[config.mk]
export PLATFORM = sky130hd
export DESIGN_NAME = dmem_port_arbiter
export DESIGN_NICKNAME = d
export VERILOG_FILES = /design/src/rtl/dmem_port_arbiter_pkg.sv /design/src/rtl/dmem_port_arbiter_starve_ctr.sv /design/src/rtl/dmem_port_arbiter.sv
export SDC_FILE = /design/constraint.sdc
export NUM_CORES = 1
export LEC_CHECK = 0
export ABC_AREA = 1
export BUFFER_PORTS_ARGS = -buffer_cell sky130_fd_sc_hd__buf_2
export CAP_MARGIN = 20
export CORE_ASPECT_RATIO = 0.6
export CORE_MARGIN = 10
export CORE_UTILIZATION = 35
export DETAILED_ROUTE_END_ITERATION = 7
export PLACE_DENSITY_LB_ADDON = 0.15
export SYNTH_ARGS = -nofsm -noshare
export SYNTH_HDL_FRONTEND = slang
export SYNTH_SLANG_ARGS = --single-unit
[constraint.sdc]
create_clock -name clk -period 1.3 [get_ports clk]
set_input_delay 0.065 -clock clk [delete_from_list [all_inputs] [get_ports clk]]
set_output_delay 0.065 -clock clk [all_outputs]
set_load 0.005 [all_outputs]
[src/rtl/dmem_port_arbiter_pkg.sv]
// Shared encodings for the data-memory port arbiter: FSM states, owner IDs,
// the latched access record and the range-check helper.
package dmem_port_arbiter_pkg;

    localparam logic [1:0] ST_IDLE = 2'd0;
    localparam logic [1:0] ST_CMD  = 2'd1;
    localparam logic [1:0] ST_RESP = 2'd2;

    localparam logic OWN_CPU = 1'b0;
    localparam logic OWN_DMA = 1'b1;

    localparam int DMEM_DEPTH = 32;

    typedef struct packed {
        logic        owner;
        logic        we;
        logic [31:0] addr;
        logic [31:0] wdata;
        logic        err;
    } acc_t;

    function automatic logic addr_oob(input logic [31:0] addr, input logic [31:0] depth);
        return addr >= depth;
    endfunction

endpackage

[src/rtl/dmem_port_arbiter_starve_ctr.sv]
// Saturating DMA wait counter; override goes high once DMA has waited MAX_WAIT cycles.
module dmem_starve_ctr #(
    parameter int MAX_WAIT = 8
) (
    input  logic clk,
    input  logic rst,
    input  logic dma_req,
    input  logic dma_gnt,
    output logic override
);

    logic [7:0] cnt_q, cnt_d;

    always_comb begin
        cnt_d = cnt_q;
        if (!dma_req || dma_gnt)
            cnt_d = 8'd0;
        else if (cnt_q < 8'(MAX_WAIT))
            cnt_d = cnt_q + 8'd1;
    end

    always_ff @(posedge clk) begin
        if (rst) cnt_q <= 8'd0;
        else     cnt_q <= cnt_d;
    end

    assign override = (cnt_q >= 8'(MAX_WAIT));

endmodule

[src/rtl/dmem_port_arbiter.sv]
// Two-requester (CPU / DMA) arbiter in front of the single-port data memory.
// One access in flight: IDLE (grant) -> CMD (strobe) -> RESP (completion pulse).
import dmem_port_arbiter_pkg::*;

module dmem_port_arbiter #(
    parameter int DEPTH    = DMEM_DEPTH,
    parameter int MAX_WAIT = 8
) (
    input  logic        clk,
    input  logic        rst,
    input  logic        cpu_req,
    input  logic        cpu_we,
    input  logic [31:0] cpu_addr,
    input  logic [31:0] cpu_wdata,
    output logic        cpu_gnt,
    output logic        cpu_rvalid,
    output logic [31:0] cpu_rdata,
    output logic        cpu_err,
    input  logic        dma_req,
    input  logic        dma_we,
    input  logic [31:0] dma_addr,
    input  logic [31:0] dma_wdata,
    output logic        dma_gnt,
    output logic        dma_rvalid,
    output logic [31:0] dma_rdata,
    output logic        dma_err,
    output logic        mem_write,
    output logic        mem_read,
    output logic [31:0] mem_addr,
    output logic [31:0] mem_wdata,
    input  logic [31:0] mem_rdata
);

    logic [1:0]  state_q, state_d;
    acc_t        acc_q, acc_d;
    logic [31:0] rdata_q, rdata_d;
    logic        override;
    logic [31:0] resp_data;
    logic        resp_vld;

    dmem_starve_ctr #(.MAX_WAIT(MAX_WAIT)) u_starve (
        .clk      (clk),
        .rst      (rst),
        .dma_req  (dma_req),
        .dma_gnt  (dma_gnt),
        .override (override)
    );

    always_comb begin
        state_d = state_q;
        acc_d   = acc_q;
        rdata_d = rdata_q;
        cpu_gnt = 1'b0;
        dma_gnt = 1'b0;
        case (state_q)
            ST_IDLE: begin
                // CPU has priority until the DMA has starved long enough
                if (!rst) begin
                    if (dma_req && (override || !cpu_req)) dma_gnt = 1'b1;
                    else if (cpu_req)                      cpu_gnt = 1'b1;
                end
                if (dma_gnt) begin
                    acc_d   = '{owner: OWN_DMA, we: dma_we, addr: dma_addr, wdata: dma_wdata,
                                err: addr_oob(dma_addr, 32'(DEPTH))};
                    state_d = ST_CMD;
                end else if (cpu_gnt) begin
                    acc_d   = '{owner: OWN_CPU, we: cpu_we, addr: cpu_addr, wdata: cpu_wdata,
                                err: addr_oob(cpu_addr, 32'(DEPTH))};
                    state_d = ST_CMD;
                end
            end
            ST_CMD: begin
                rdata_d = mem_rdata;
                state_d = ST_RESP;
            end
            default: state_d = ST_IDLE;
        endcase
    end

    always_ff @(posedge clk) begin
        if (rst) begin
            state_q <= ST_IDLE;
            acc_q   <= '0;
            rdata_q <= 32'd0;
        end else begin
            state_q <= state_d;
            acc_q   <= acc_d;
            rdata_q <= rdata_d;
        end
    end

    always_comb begin
        mem_write = 1'b0;
        mem_read  = 1'b0;
        mem_addr  = 32'd0;
        mem_wdata = 32'd0;
        if (state_q == ST_CMD) begin
            mem_addr  = acc_q.addr;
            mem_wdata = acc_q.wdata;
            mem_read  = !acc_q.we && !acc_q.err;
            mem_write = acc_q.we && !acc_q.err && !rst;
        end
    end

    assign resp_vld  = (state_q == ST_RESP) && !rst;
    assign resp_data = (!acc_q.we && !acc_q.err) ? rdata_q : 32'd0;

    always_comb begin
        cpu_rvalid = 1'b0;
        cpu_rdata  = 32'd0;
        cpu_err    = 1'b0;
        dma_rvalid = 1'b0;
        dma_rdata  = 32'd0;
        dma_err    = 1'b0;
        if (resp_vld) begin
            if (acc_q.owner == OWN_DMA) begin
                dma_rvalid = 1'b1;
                dma_rdata  = resp_data;
                dma_err    = acc_q.err;
            end else begin
                cpu_rvalid = 1'b1;
                cpu_rdata  = resp_data;
                cpu_err    = acc_q.err;
            end
        end
    end

endmodule

# Yosys cells after proc, flatten, opt, wreduce, memory -nomap -nowiden
# Cells that the tools add are included.
[word_totals]
reg_bits = 109
in_bits = 166
output_inout_bits = 136
wordCells = 63
[op_classes]
n_addsub = 1
magnitude_cmp = 4
n_eq_ne = 3
n_mux = 31
n_reduce_logical = 16
[op_table]
columns = ["op", "n"]
rows = [
  ["$mux W32", 7],
  ["$mux W67", 2],
  ["$ge A32 B6 Y1 const B", 2],
  ["$mux W1", 19],
  ["$add A8 B1 Y8 const B", 1],
  ["$ge A8 B4 Y1 const B", 1],
  ["$lt A8 B4 Y1 const B", 1],
  ["$logic_and A1 B1 Y1", 5],
  ["$logic_not A1 Y1", 5],
  ["$mux W2", 2],
  ["$pmux W2 S2", 1],
  ["$ne A3 B3 Y1 const B", 1],
  ["$eq A2 B1 Y1 const B", 1],
  ["$eq A2 B2 Y1 const B", 1],
  ["$logic_not A2 Y1", 1],
  ["$logic_or A1 B1 Y1", 2],
  ["$reduce_and A2 Y1", 1],
  ["$reduce_bool A2 Y1", 1],
  ["$reduce_or A2 Y1", 1],
]

# Logic depth before layout (Yosys ltp)
# Gate-level depths: netlist of the first run.
[logic_depth]
ltp_word = 9
ltp_mapped = 9
mapped_depth_nobuf = 8

# By module
# From an unflattened synthesis of the first run, not the netlist that was laid out.
[unflattened]
cells_unflattened = 965
hier_area_um2 = 5856.9
[modules_own_cells]
columns = ["module", "n_inst", "cells_each", "area_each_um2", "seq_area_each_um2"]
rows = [
  ["dmem_port_arbiter", 1, 916, 5500.3, 2021.9],
  ["dmem_starve_ctr", 1, 49, 356.6, 160.2],
]

# Least setup slack after synthesis of the first run
# No wires, ideal clock.
[synth_timing]
path_kind = "register to register"
start = "reg u_starve.cnt_q[4]"
end = "reg acc_q[47] in the netlist's numbering"
arrival_time_ps = 1225
required_ps = 1183
slack_ps = -42
path_stages_with_launch = 10
path_buffers = 2
path_cell_list = "dfxtp_1 > nor2_1 > nand2_1 > nor2_4 > a21oi_4 > buf_4 > buf_2 > nor2_1 > nor2_1 > nor2_1"
[synth_between]
elab_chain_len = 8
elab_cells_between_ends = 12
classes_between = "1 x order compare; 7 x mux; 4 x reduce/logical"
[synth_lines]
columns = ["element", "line_no", "text"]
rows = [
  ["start, declared", "dmem_port_arbiter_starve_ctr.sv:12", "logic [7:0] cnt_q, cnt_d;"],
  ["start signal, assigned", "dmem_port_arbiter_starve_ctr.sv:24", "else cnt_q <= cnt_d;"],
  ["$ge A8 B4 Y1 (*)", "dmem_port_arbiter_starve_ctr.sv:27", "assign override = (cnt_q >= 8'(MAX_WAIT));"],
  ["$logic_or A1 B1 Y1 (*)", "dmem_port_arbiter.sv:59", "if (dma_req && (override || !cpu_req)) dma_gnt = 1'b1;"],
  ["$logic_and A1 B1 Y1 (*)", "dmem_port_arbiter.sv:59", ""],
  ["$mux W1", "dmem_port_arbiter.sv:59", ""],
  ["$mux W1", "dmem_port_arbiter.sv:58", "if (!rst) begin"],
  ["$mux W1", "dmem_port_arbiter.sv:55", "case (state_q)"],
  ["$reduce_bool A2 Y1 (no line)", "--", ""],
  ["$reduce_and A2 Y1 (no line)", "--", ""],
  ["end signal, assigned", "dmem_port_arbiter.sv:83", "acc_q <= '0;"],
  ["end signal, assigned", "dmem_port_arbiter.sv:87", "acc_q <= acc_d;"],
  ["end, declared", "dmem_port_arbiter.sv:35", "acc_t acc_q, acc_d;"],
]
# Every way passes the cells marked *; elsewhere a longest branch is shown, timed or not. The select of a mux whose other input is x is not followed.
# A chain may end at the register's enable or synchronous reset.

# Final worst setup path of the first run
[layout_timing]
start = "reg state_q[0]"
end = "out dma_rdata[18]"
[layout_between]
elab_chain_len = 3
[layout_lines]
columns = ["element", "line_no", "text"]
rows = [
  ["start, declared", "dmem_port_arbiter.sv:34", "logic [1:0] state_q, state_d;"],
  ["start signal, assigned", "dmem_port_arbiter.sv:86", "state_q <= state_d;"],
  ["$eq A2 B2 Y1", "dmem_port_arbiter.sv:105", "assign resp_vld = (state_q == ST_RESP) && !rst;"],
  ["$logic_and A1 B1 Y1", "dmem_port_arbiter.sv:105", ""],
  ["$mux W32", "dmem_port_arbiter.sv:115", "if (resp_vld) begin"],
  ["end, declared", "dmem_port_arbiter.sv:25", "output logic [31:0] dma_rdata,"],
]
# No other way between the ends.

==> results.md, run 1 <==
* Status: complete, but fails checks
* Failing checks: negative setup slack
* Root Buffer: clkbuf_16
* CP endpoint kind: primary output
* Power per Cell Area at 869 mW/mm2
* Period utilisation layout at 132%
* Fraction of the mapped netlist area in adder cells at 0.415%
* Ys flop type: dfxtp_1
* Mux contribution to synthesized area at 0%
* Critical path class: flop to primary output
* Core Area at 0.0170 mm2
* Ports at 302
* Post-synthesis simple-gate area fraction at 39.1%
* Post-Synthesis Cell Area at 0.00603 mm2
* # Max-Cap Violations at 0
* DR iter-0 viols at 518
* Vias in the first global route at 7094
* PnR worst setup slack at -0.411 ns
* Register Area at 0.00219 mm2
* R2R Setup Slk at -0.24 ns
* CP startpoint kind: flop
* Share of layout cells above drive strength 1 at 34.9%
* Post-layout instance area at 0.0102 mm2
* Inserted Clock Buffers at 9
* Async SR Flop Fraction at 0%
* Synth area leader: dfxtp_1
* Die area at 0.0230 mm2
* F_max at 585 MHz
* Final WL at 26.7 mm
* Rel. slew slack at 71.1%
* First-pass GRT wire length at 37.2 mm
* Worst Hold Class: input port to flop
* Total power at 8.88 mW
* Nets at 1608
* Worst-margin pin slew at 0.433 ns
* Fillers at 1625
* Setup violations, final at 243
* Sequential area share after synthesis at 36.2%
* Crit Path Max Fanout at 8
* DRC at 0
* DRT Pass-1 Iters at 5
* Syn Inst Count at 1060
* Final core utilization at 60.0%
* Post-synth EDFFs at 0
* Top cells by area, synth: dfxtp_1, nor2_1, nand2_1
* Port bufs at 301
* Layout area overhead at 69.5%
* Routed vias/inst at 4.57
* Die Ht at 122 um
* Yosys cell types at 27
* Worst hold path depth at 5
* Initial antenna violation count at 3
* Via count at 7690
* Reg-to-Reg Start: state_q[0]
* Most common cell in the netlist: nor2_1
* Unrepaired setup endpoints after global routing: true
* Leading cell types by count after synthesis: nor2_1, nand2_1, inv_1
* H-tree level count at 3
* Die outline width at 189 um
* Gpl congestion at 0.826
* Worst EP required at 1.24 ns
* CTS clock-pin slew for the worst setup and hold paths at 0.08 ns
* Min cycle time layout at 1.71 ns
* Worst reg2reg path endpoint: acc_q[39]
* Worst skew pair latency at 0.35 ns
* #FFs+latches synth at 109
* Grt total ovfl at 0
* Post-DP Area at 0.00811 mm2
* VDD IR max at 0.658 mV
* Hold path start: dma_wdata[20]
* Effective utilization at floorplan at 35.4%
* Leakage power total at 5.08 nW
* Avg Cell Area, Syn at 5.69 um2
* CTS max path bufs at 2
* WHS Endpoint: acc_q[21]
* DR WL/cell at 15.9 um
* CTS tree: done
* Compound-Gate Fraction of Synth Area at 9.84%
* Synth Net Count at 1228
* Arrival time at the worst endpoint at 1.65 ns
* Synth Area in XOR/XNOR at 0.145%
* Largest family of logic cells by synthesized area: simple AND/OR/NAND/NOR gates
* Area of the multi-input gates at 0.00340 mm2
* Yosys Warn Count at 0
* Top cell type's share of synthesized area at 36.2%
* Clk sinks at 109
* GRT Total Usage at 19.5%
* Final hold vios at 0
* Final slew viol count at 0
* FF-to-FF path depth at 9
* Rows at 37
* Worst Skew at 0.0137 ns
* Post-DP HPWL at 16.9 mm
* Pin count of the biggest net entering global routing at 100
* Antenna-violating nets left at 0
[cell usage in the layout, fill, tap and decap left out, types with 2 or more instances in the layout]
master | Yosys | layout
a21oi_1 | 8 | 6
a21oi_2 | 0 | 2
buf_12 | 0 | 22
buf_16 | 0 | 8
buf_2 | 13 | 293
buf_4 | 7 | 22
buf_6 | 1 | 29
buf_8 | 0 | 2
bufbuf_16 | 0 | 2
clkbuf_16 | 0 | 24
clkinv_4 | 0 | 2
clkinvlp_4 | 0 | 2
dfxtp_1 | 109 | 102
dfxtp_2 | 0 | 7
diode_2 | 0 | 4
dlygate4sd3_1 | 0 | 36
ha_1 | 2 | 2
inv_1 | 152 | 147
inv_2 | 4 | 6
inv_4 | 0 | 2
inv_6 | 0 | 2
nand2_1 | 180 | 172
nand2_2 | 1 | 6
nand2_8 | 0 | 2
nand3_1 | 2 | 2
nor2_1 | 422 | 365
nor2_2 | 1 | 28
nor2_4 | 1 | 31
nor3_2 | 0 | 3
nor3_4 | 1 | 4
o21ai_0 | 90 | 79
o21ai_1 | 14 | 22
o21ai_2 | 0 | 3
[stage by stage]
| step | hold WS [ns] | setup slack [ns] | cells | setup TNS [ns] |
|---|---|---|---|---|
| finish | 0.0108 | -0.411 | 1683 | -59.54 |
| global route | 0.0351 | -0.467 | 1679 | -77.60 |
| CTS | 0.000257 | -0.366 | 1650 | -51.49 |
| detailed placement | 0.293 | -0.158 | 1580 | -8.37 |
| global placement | 0.289 | -0.142 | 1580 | -6.54 |
| floorplan | 0.134 | -0.0101 | 1060 | -0.302 |
[what timing repair did]
item / 4_1_cts / 5_1_grt
resized for setup: 52 / 126
setup endpoints to repair: 213 / 239
cloned: 8 / 18
pin swaps: 6 / 29
buffers inserted: 12 / 11
endpoints found under the hold margin: 36 / 0
hold buffers: 36 / 0
[area by class of cell]
| cell class | count | area share (%) |
|---|---|---|
| multi-input cells | 735 | 33.2 |
| flip-flops and latches | 109 | 21.4 |
| clock buffers | 11 | 2.37 |
| repair buffers | 429 | 33.7 |
| well taps | 234 | 2.86 |
| inverters | 156 | 5.83 |
| diodes | 4 | 0.0979 |
| clock inverters | 5 | 0.404 |
[metal layers]
metal  global-route usage (%)  up-vias  routed length [um]
met5                        0        -                  37
met4                     3.16        4                 450
met3                     7.79       49                2840
met2                     30.0      312               11500
met1                     25.7     3422               11900
li1                         -     3903                   -
[critical path: stages (launching register included)]
cell	delay, ns
dfxtp_2	0.34
nor3_4	0.21
buf_6	0.14
nand2_8	0.07
buf_12	0.16
clkbuf_16	0.18
nor2_1	0.09
buf_2	0.12
[how the worst max path moves through the flow]
stage | from | endpoint | slack (ns) | cells after the start
after floorplan | u_starve.cnt_q[5] | acc_q[10] | -0.01 | 8
after global placement | state_q[1] | u_starve.cnt_q[3] | -0.14 | 6
after detailed placement | u_starve.cnt_q[5] | u_starve.cnt_q[3] | -0.16 | 8
after CTS | state_q[0] | dma_rdata[2] | -0.37 | 6
after global routing | state_q[0] | mem_wdata[0] | -0.47 | 8
final | state_q[0] | dma_rdata[18] | -0.41 | 7
[kinds of logic after synthesis]
group | Yosys count
AND/OR/NAND/NOR | 617
flip-flops | 109
XOR/XNOR | 1
buffers and inverters | 216
AO/OA/AOI/OAI | 115
adder cells (fa/ha/maj) | 2
[state kept, by name, indices dropped and copies added, names as in the netlist]
name / cells
acc_q: 67
state_q: 2
rdata_q: 32
u_starve.cnt_q: 8
[power breakdown]
group          leakage (nW)  internal, mW  switching, mW
Combinational          4.05          1.16           1.25
Sequential            0.901          3.63          0.150
Clock                 0.133          1.37           1.32
(Power assumes the default switching activity.)
==> run 2, diff against run 1 <==
Settings changed: CORE_UTILIZATION 35 to 42.
==> run 2 against run 1 <==
  * The run still ends with negative setup slack left
  * Critical path depth unchanged
  * Core utilization grew 13 points
  * Maximum frequency fell by 1.7%
  * Total power up 3.2%
==> results.md, run 2 (synthesis results as in run 1) <==
* Arrival time at the worst endpoint at 1.68 ns (was 1.65 ns)
* Clk sinks at 109 (unchanged)
* P_sw at 2.79 mW (was 2.72 mW)
* Final hold vios at 0 (unchanged)
* Worst Hold Class: input port to flop (unchanged)
* Failing checks: negative setup slack (unchanged)
* Rel. slew slack at 70.9% (was 71.1%)
* DRT Pass-1 Iters at 5 (unchanged)
* Fillers at 1144 (was 1625)
* Routed length on met1 at 11.6 mm (was 11.9 mm)
* Met3 wire len at 2.59 mm (was 2.84 mm)
* Most frequent cells in the layout: nor2_1, buf_2, nand2_1 (unchanged)
* Rows at 33 (was 37)
* Setup violations, final at 232 (was 243)
* Layout area overhead at 68.3% (was 69.5%)
* DR WL met2 at 12.6 mm (was 11.5 mm)
* Min cycle time layout at 1.74 ns (was 1.71 ns)
* CP endpoint kind: primary output (unchanged)
* Die area at 0.0197 mm2 (was 0.0230 mm2)
* Post-DP Area at 0.00793 mm2 (was 0.00811 mm2)
* Ports at 302 (unchanged)
* Port bufs at 301 (unchanged)
* Flop pwr share at 41.3% (was 42.6%)
* CTS tree: done (unchanged)
* Share of layout cells above drive strength 1 at 34.5% (was 34.9%)
* Gpl congestion at 0.836 (was 0.826)
* VDD IR max at 0.682 mV (was 0.658 mV)
* Final core utilization at 73.1% (was 60.0%)
* Logic gate share of total power at 27.7% (was 27.1%)
* Die outline width at 175 um (was 189 um)
* Worst-margin pin slew at 0.437 ns (was 0.433 ns)
* Period utilisation layout at 134% (was 132%)
* Worst skew pair latency at 0.35 ns (about the same)
* # Max-Cap Violations at 0 (unchanged)
* F_max at 575 MHz (was 585 MHz)
* Post-DP HPWL at 15.9 mm (was 16.9 mm)
* DR iter-0 viols at 754 (was 518)
* Worst Skew at 0.00938 ns (was 0.0137 ns)
* Status: complete, but fails checks (unchanged)
* Commonest non-fill, non-tap cell in the layout: nor2_1 (unchanged)
* Critical Path, Cell by Cell: nor3_4 -> inv_2 -> nor2_4 -> inv_4 -> buf_12 -> nor2_1 -> buf_2 (was nor3_4 -> buf_6 -> nand2_8 -> buf_12 -> clkbuf_16 -> nor2_1 -> buf_2)
* Worst path buffer plus inverter count at 4 (unchanged)
* # diodes at 0 (was 4)
* Initial antenna violation count at 1 (was 3)
* Max layer used: met4 (was met5)
* Die Ht at 113 um (was 122 um)
* Slowest-stage cell, CP: dfxtp_4 (was dfxtp_2)
* Int Pwr at 6.37 mW (was 6.16 mW)
* Nets at 1600 (was 1608)
* Grt total ovfl at 0 (unchanged)
* Top Registers: acc_q (67), rdata_q (32), u_starve.cnt_q (8) (unchanged)
* Inserted Clock Buffers at 9 (unchanged)
* CTS clock-pin slew for the worst setup and hold paths at 0.08 ns (about the same)
* Root Buffer: clkbuf_16 (unchanged)
* Total power at 9.16 mW (was 8.88 mW)
* Routed vias/inst at 4.82 (was 4.57)
* Crit Path Max Fanout at 6 (was 8)
* Via count at 7855 (was 7690)
* Pin count of the biggest net entering global routing at 100 (unchanged)
* Critical Path Max Stage Delay at 0.37 ns (was 0.34 ns)
* Antenna-violating nets left at 0 (unchanged)
* Clk pwr share at 31.0% (was 30.3%)
* Unrepaired setup endpoints after global routing: true (unchanged)
* Final slew viol count at 0 (unchanged)
* Effective utilization at floorplan at 43.5% (was 35.4%)
* CTS max path bufs at 2 (unchanged)
* Top reg by flops: acc_q (unchanged)
* DRC at 0 (unchanged)
* Critical path class: flop to primary output (unchanged)
* Post-layout instance area at 0.0101 mm2 (was 0.0102 mm2)
* CP delay by family, top: simple AND/OR/NAND/NOR gates (was buffers and inverters)
* DR WL/cell at 16.8 um (was 15.9 um)
* CP startpoint kind: flop (unchanged)
* Leakage power total at 5.08 nW (about the same)
* Vias in the first global route at 7603 (was 7094)
* Core Area at 0.0139 mm2 (was 0.0170 mm2)
* GRT Total Usage at 24.0% (was 19.5%)
* Sw frac at 30.5% (was 30.6%)
* Worst EP required at 1.24 ns (about the same)
* H-tree level count at 3 (unchanged)
* First-pass GRT wire length at 39.4 mm (was 37.2 mm)
* Final WL at 27.4 mm (was 26.7 mm)
* PnR worst setup slack at -0.440 ns (was -0.411 ns)
* Largest register FFs at 67 (unchanged)
* Power per Cell Area at 903 mW/mm2 (was 869 mW/mm2)
[run 2: cell type report]
type                       count  area [um2]  area share [%]
timing repair buffer         421        3430            33.8
multi-input combinational    735        3390            33.4
sequential                   109        2190            21.6
inverter                     156         604            5.96
tap                          192         240            2.37
clock buffer                  10         229            2.26
clock inverter                 6        68.8           0.678
[run 2: worst reg2reg max path, delay by kind of cell, from the launching register on]
family | cells | cell delay, ns
flops | 1 | 0.37
simple gates | 4 | 0.52
buf+inv | 5 | 0.67
[run 2: routing by layer]
metal | track usage, % | vias to the layer above
li1 | - | 3887
met1 | 29.8 | 3522
met2 | 39.2 | 396
met3 | 8.33 | 50
met4 | 6.02 | 0
met5 | 0 | -
[run 2: what timing repair did]
action / 4_1_cts / 5_1_grt
gates resized for setup: 92 / 108
setup buffers: 20 / 6
setup endpoints to repair: 231 / 237
hold buffers: 31 / 0
hold endpoints to repair: 31 / 0
pin swaps: 26 / 15
gates cloned: 17 / 13
[run 2: power groups by stage]
stage                     logic (mW)  clock network, mW  registers, mW
after floorplan                 1.01                  0           3.81
after global placement          1.71                  0           3.84
after detailed placement        1.72                  0           3.84
after CTS                       2.24               2.87           3.77
after global routing            2.78               3.01           3.82
final                           2.54               2.84           3.79
[run 2: path summary, 6_finish.rpt]
check | start | endpoint | cells after the start | slack, ns
worst max register to register | state_q[0] | acc_q[60] | 9 | -0.35
worst min-delay path | dma_wdata[16] | acc_q[17] | 5 | 0.01
worst min register to register | u_starve.cnt_q[6] | u_starve.cnt_q[6] | 2 | 0.45
worst max-delay path | state_q[0] | cpu_rdata[29] | 7 | -0.44
[run 2: through the flow]
| stage | TNS (ns) | hold WS, ns | cells | setup slack [ns] |
|---|---|---|---|---|
| CTS | -48.67 | 0.00110 | 1611 | -0.313 |
| global placement | -9.46 | 0.288 | 1527 | -0.156 |
| detailed placement | -13.29 | 0.293 | 1527 | -0.201 |
| floorplan | -0.302 | 0.134 | 1060 | -0.0101 |
| finish | -60.32 | 0.0104 | 1629 | -0.440 |
| global route | -76.86 | 0.0304 | 1629 | -0.483 |
